## config.mk

```make
export PLATFORM = sky130hd
export DESIGN_NAME = matmul_sequencer
export DESIGN_NICKNAME = d
export VERILOG_FILES = /design/src/rtl/matmul_sequencer.sv
export SDC_FILE = /design/constraint.sdc
export NUM_CORES = 1
export LEC_CHECK = 0
export ABC_CLOCK_PERIOD_IN_PS = 5300
export CAP_MARGIN = 15
export CORE_UTILIZATION = 40
export DETAILED_ROUTE_END_ITERATION = 7
export PLACE_DENSITY_LB_ADDON = 0.25
export SETUP_SLACK_MARGIN = 0.1
export SLEW_MARGIN = 40
export SYNTH_ARGS = -nofsm -noshare
export SYNTH_HDL_FRONTEND = slang
export SYNTH_SLANG_ARGS = --single-unit
```

## constraint.sdc

```tcl
create_clock -name clk -period 5.3 [get_ports clk]
set_input_delay 1.06 -clock clk [delete_from_list [all_inputs] [get_ports clk]]
set_output_delay 1.06 -clock clk [all_outputs]
set_load 0.02 [all_outputs]
```

## src/rtl/matmul_sequencer.sv

```systemverilog
// Control FSM that steps one multiply-accumulate unit through an N x N signed matrix product.
// It issues row-major A/B read addresses and the MAC enable/clear, and writes each C element over valid/ready.
module matmul_sequencer #(
  parameter  int N  = 4,
  localparam int IW = $clog2(N),
  localparam int AW = 2 * $clog2(N)
) (
  input  logic          clk,
  input  logic          reset,
  input  logic          start,
  output logic          busy,
  output logic          done,
  output logic [AW-1:0] a_addr,
  output logic [AW-1:0] b_addr,
  output logic          mac_enable,
  output logic          mac_clear,
  output logic          c_valid,
  input  logic          c_ready,
  output logic [AW-1:0] c_addr
);

  typedef enum logic [2:0] {IDLE, CLEAR, FEED, WRITE, DONE} state_t;

  localparam logic [IW-1:0] LAST = IW'(N - 1);

  state_t        state, state_n;
  logic [IW-1:0] i, j, k;
  logic [IW-1:0] i_n, j_n, k_n, kk_n;

  always_comb begin
    state_n = state;
    i_n     = i;
    j_n     = j;
    k_n     = k;
    case (state)
      IDLE: begin
        if (start) begin
          state_n = CLEAR;
          i_n     = '0;
          j_n     = '0;
          k_n     = '0;
        end
      end
      CLEAR: begin
        state_n = FEED;
        k_n     = '0;
      end
      FEED: begin
        if (k == LAST) state_n = WRITE;
        else           k_n     = k + 1'b1;
      end
      WRITE: begin
        if (c_ready) begin
          k_n = '0;
          if (j == LAST) begin
            j_n     = '0;
            i_n     = i + 1'b1;
            state_n = (i == LAST) ? DONE : CLEAR;
          end else begin
            j_n     = j + 1'b1;
            state_n = CLEAR;
          end
        end
      end
      DONE:    state_n = IDLE;
      default: state_n = IDLE;
    endcase
    // During FEED the memories are one operand ahead; the last operand's address is held.
    kk_n = (state_n == FEED && k_n != LAST) ? k_n + 1'b1 : k_n;
  end

  // Outputs are registered from the next-state values, so they track the state register exactly.
  always_ff @(posedge clk) begin
    if (reset) begin
      state      <= IDLE;
      i          <= '0;
      j          <= '0;
      k          <= '0;
      busy       <= 1'b0;
      done       <= 1'b0;
      mac_enable <= 1'b0;
      mac_clear  <= 1'b0;
      c_valid    <= 1'b0;
      a_addr     <= '0;
      b_addr     <= '0;
      c_addr     <= '0;
    end else begin
      state      <= state_n;
      i          <= i_n;
      j          <= j_n;
      k          <= k_n;
      busy       <= (state_n != IDLE);
      done       <= (state_n == DONE);
      mac_clear  <= (state_n == CLEAR);
      mac_enable <= (state_n == FEED);
      c_valid    <= (state_n == WRITE);
      if (state_n == CLEAR || state_n == FEED || state_n == WRITE) begin
        a_addr <= {i_n, kk_n};
        b_addr <= {kk_n, j_n};
      end else begin
        a_addr <= '0;
        b_addr <= '0;
      end
      c_addr <= (state_n == WRITE) ? {i_n, j_n} : '0;
    end
  end

endmodule
```

Word-level counts from Yosys, hierarchy flattened
Cells that the tools add are included.
{"block": "op_classes", "add_sub_neg": 4, "eq_ne": 11, "n_mux": 19, "n_bitwise": 2, "reduce_logical": 7}
{"cell": "2-bit 2-to-1 mux", "count": 10}
{"cell": "3-bit 2-to-1 mux", "count": 5}
{"cell": "3-bit by 2-bit equality test with 1-bit output, second input constant", "count": 4}
{"cell": "3-bit one-hot mux with 4 select lines", "count": 1}
{"cell": "2-bit by 1-bit adder with 2-bit output, second input constant", "count": 4}
{"cell": "2-bit one-hot mux with 2 select lines", "count": 2}
{"cell": "2-bit one-hot mux with 4 select lines", "count": 1}
{"cell": "2-bit equality test, second input constant", "count": 3}
{"cell": "3-bit by 1-bit equality test with 1-bit output, second input constant", "count": 2}
{"cell": "2-bit OR reduction", "count": 2}
{"cell": "3-bit equality test, second input constant", "count": 1}
{"cell": "3-bit zero test", "count": 1}
{"cell": "3-bit nonzero test", "count": 1}
{"cell": "1-bit logical OR", "count": 2}
{"cell": "2-bit != test, second input constant", "count": 1}
{"cell": "1-bit NOT", "count": 2}
{"cell": "1-bit logical AND", "count": 1}
{"block": "word_totals", "register_bits": 26, "input_bits": 4}

Logic depth before layout (Yosys ltp)
{"block": "depth", "depth_word": 10, "mapped_depth": 8, "mapped_depth_nobuf": 7}

Worst setup path after synthesis
No wires, ideal clock.
{"block": "synth_timing", "path_type": "input-to-reg", "startpoint": "input start", "endpoint": "register a_addr[1]", "t_arrival_ns": 2.275, "slack_ns": 2.906, "path_stages": 7, "cell_sequence": "nor2b_1 -> o221ai_1 -> o21a_1 -> ha_1 -> or3b_2 -> mux2i_1 -> nor2_1"}
{"block": "synth_via", "word_cells_on_any_way": 15, "cone_classes": "add/sub: 1; eq/ne: 4; mux: 5; bitwise: 1; reduce/logical: 4"}
{"item": "start, declared", "line": "10", "text": "input logic start,"}
{"item": "2-bit 2-to-1 mux (*)", "line": "37", "text": "if (start) begin"}
{"item": "2-bit one-hot mux with 4 select lines (*)", "line": "35", "text": "case (state)"}
{"item": "via k_n[1]", "line": "28", "text": "logic [IW-1:0] i_n, j_n, k_n, kk_n;"}
{"item": "branches (longest 2 deep; another with 2-bit by 1-bit adder with 2-bit output)"}
{"item": "2-bit 2-to-1 mux (*)", "line": "69", "text": "kk_n = (state_n == FEED && k_n != LAST) ? k_n + 1'b1 : k_n;"}
{"item": "end signal, assigned", "line": "98", "text": "a_addr <= {i_n, kk_n};"}
{"item": "end, declared", "line": "13", "text": "output logic [AW-1:0] a_addr,"}
Mark *: on every way through the listed nets, which the timed path passes.
A chain may end at the register's enable or synchronous reset.

Worst setup path in the final report
Ends and elaborated chain as after synthesis.

==> qor.csv <==
stage,metric,value,unit
clock_network,worst_skew_pair.late_latency,0.31,ns
worst_setup_path,worstPathMaxFanout,3,
worst_setup_path,cp_data_arrival_time,2.95,ns
place,hpwl,1270,µm
logic_synthesis,syn_area_per_cell,9.38,µm²
logic_synthesis,yosys.cell_count.top_type,sky130_fd_sc_hd__dfxtp_1,
worst_setup_path,critical_path.endpoint_type,flip-flop,
clock_network,hold_buffers,0,
sta,fin_skew,0.00457,ns
place,count_of_input_and_output_buffers,20,
sta,maxClockFrequency,365,MHz
grt,antenna_found_initial,0,
floorplanning,io-pin-count,21,
clock_network,cts_tree,yes,
logic_synthesis,area_fraction_of_the_dominant_cell_type_after_synthesis,50.7,%
worst_setup_path,worst_setup_path_start_kind,input pin,
place,gp_congestion,0.804,
floorplanning,initial_standard_cell_utilization_of_the_core,42.8,%
sta,max_slew_margin,71.4,%
logic_synthesis,ys_seq_elements,24,
logic_synthesis,yosys-top-cells-count,"sky130_fd_sc_hd__dfxtp_1 (24), sky130_fd_sc_hd__nor2_1 (21), sky130_fd_sc_hd__nand2_1 (7), sky130_fd_sc_hd__inv_1 (6), sky130_fd_sc_hd__nor2b_1 (4)",
cells_and_area,fraction_of_layout_cells_with_a_size_suffix_above_1,6.67,%
cells_and_area,area_growth_syn_to_layout,25.0,%
logic_synthesis,synth_enable_flop_cells,0,
logic_synthesis,synthTopCellsByArea,"sky130_fd_sc_hd__dfxtp_1 (51%), sky130_fd_sc_hd__nor2_1 (8.3%), sky130_fd_sc_hd__ha_1 (4.0%)",
grt,grt_use_total,15.2,%
grt,globalRoute.totalOverflow,0,
cells_and_area,final_net_count,128,
logic_synthesis,synth_async_sr_flop_share,0,%
sta,finalHoldViolations,0,
route,detailedRoute.firstPassIterationCount,4,
clock_network,cts_inserted_buffers,3,
sta,finalCriticalPeriod,2.74,ns
cells_and_area,diodes,0,
logic_synthesis,dominantRegCellSynth,sky130_fd_sc_hd__dfxtp_1,
sta,rsz_0062_raised_after_global_routing,false,
logic_synthesis,synthDistinctLibCells,36,
grt,grt_first_pass_wirelength,2830,µm
floorplanning,design.core.area,2210,µm²
grt,largest_net_degree_at_the_start_of_global_routing,14,
place,placed_area,1150,µm²
sta,fin_tns_setup,0,ns
sta,drv_slew,0,
logic_synthesis,synth_top_cell_by_area,sky130_fd_sc_hd__dfxtp_1,
sta,worstMarginPinSlew,0.428,ns
power_and_ir_drop,power.ir.vdd_worst,0.000181,V
clock_network,cts_setup_buffers,0,
power_and_ir_drop,p_total,327,µW
route,initialDrtViolationCount,8,
route,route.vias.total,722,
logic_synthesis,synth_area,947,µm²
floorplanning,die_h,50.7,µm
clock_network,ctsHtreeMaxLevel,1,
route,wl,1650,µm
route,via_per_inst,4.88,
floorplanning,die_area,2570,µm²
flow_run,number_of_maximum_capacitance_violations,0,
logic_synthesis,synthesized_instance_count,101,
logic_synthesis,seq_area_frac_synth,50.7,%
route,wire_per_inst,11.1,µm
clock_network,clkSlewWorstSetupHoldPaths,0.12,ns
floorplanning,core.rowCount,17,
grt,first_global_vias,647,
clock_network,cts_num_sinks,24,
run_status,run_status,"complete, no violations",
clock_network,cts_resized,0,
cells_and_area,final_area,1180,µm²
clock_network,ctsRootBufferMaster,sky130_fd_sc_hd__clkbuf_4,
clock_network,clk_path_buf_depth,2,
power_and_ir_drop,power.density,276,nW/µm²
power_and_ir_drop,power_leakage,0.000481,µW
sta,period_share,51.7,%
worst_setup_path,critPathKind,input pin to flip-flop,
cells_and_area,fin_util,53.5,%
logic_synthesis,postSynthNetCount,108,
worst_setup_path,cp.required,5.51,ns
hold_path,min_path_type,flip-flop to flip-flop,
logic_synthesis,synthesis.yosys.warnings,0,
sta,worst_hold_slack,0.568,ns
sta,timing.final.setup_violations,0,
route,antenna_left,0,
floorplanning,die_x,50.7,µm
route,detail_route.drc_violations,0,
[through the flow]
stage,worst slack [ns],std cells
floorplan,2.91,101
global placement,2.28,144
detailed placement,2.22,144
CTS,2.57,148
global route,2.45,148
finish,2.56,148
[state kept, by name, summed over array words and instances, names as in the netlist]
signal      cells
a_addr          4
b_addr          2
busy            1
c_addr          4
c_valid         1
done            1
i               2
j               2
k               2
mac_clear       1
mac_enable      1
state           3
[final cells by class]
class	count	area, µm²
inverter	6	22.5
multi-input combinational	66	409
clock buffer	4	36.3
tap	28	35.0
fill	220	1030
sequential	24	480
timing repair buffer	20	200
[where the power goes]
part           internal, µW  switching, µW
combinational          21.2           22.6
sequential              185           4.71
clock                  42.0           50.9
[critical path, stage by stage]
cell and delay (ns):
sky130_fd_sc_hd__clkdlybuf4s50_1 0.51, sky130_fd_sc_hd__nor2b_1 0.20, sky130_fd_sc_hd__o221ai_1 0.14, sky130_fd_sc_hd__o21a_1 0.16
sky130_fd_sc_hd__ha_1 0.19, sky130_fd_sc_hd__or3b_2 0.48, sky130_fd_sc_hd__mux2i_1 0.16, sky130_fd_sc_hd__nor2_1 0.05
[worst paths after layout]
kind	from	end	slack, ns	cells after the start
worst max-delay path	start	a_addr[1]	2.56	8
worst min-delay path	j[1]	j[1]	0.57	2
worst max register to register	state[1]	a_addr[1]	3.39	7
worst min register to register	j[1]	j[1]	0.57	2
[metal layers]
metal	global-route usage (%)	up-vias	share of wire (%)	routed length [µm]
met1	17.3	333	46	767
met4	5.56	0	0.73	12
met3	5.45	2	3.3	55
met2	25.8	15	49	814
met5	0	-	0	0
li1	-	372	-	-
[placed cells by master (no fill, tap or decap), types with 3 or more instances in the layout]
master                            Yosys  layout
sky130_fd_sc_hd__clkbuf_4             0       3
sky130_fd_sc_hd__clkdlybuf4s50_1      0      20
sky130_fd_sc_hd__dfxtp_1             24      24
sky130_fd_sc_hd__ha_1                 3       3
sky130_fd_sc_hd__inv_1                6       6
sky130_fd_sc_hd__nand2_1              7       7
sky130_fd_sc_hd__nor2_1              21      21
sky130_fd_sc_hd__nor2b_1              4       4
[kinds of logic after synthesis]
family	share of synthesized area (%)
fa+ha+maj	3.96
xor+xnor	1.85
flops	50.7
mux	1.06
buf+inv	6.08
simple gates	25.1
compound gates	11.2
Power figures use the tool's default switching activity.
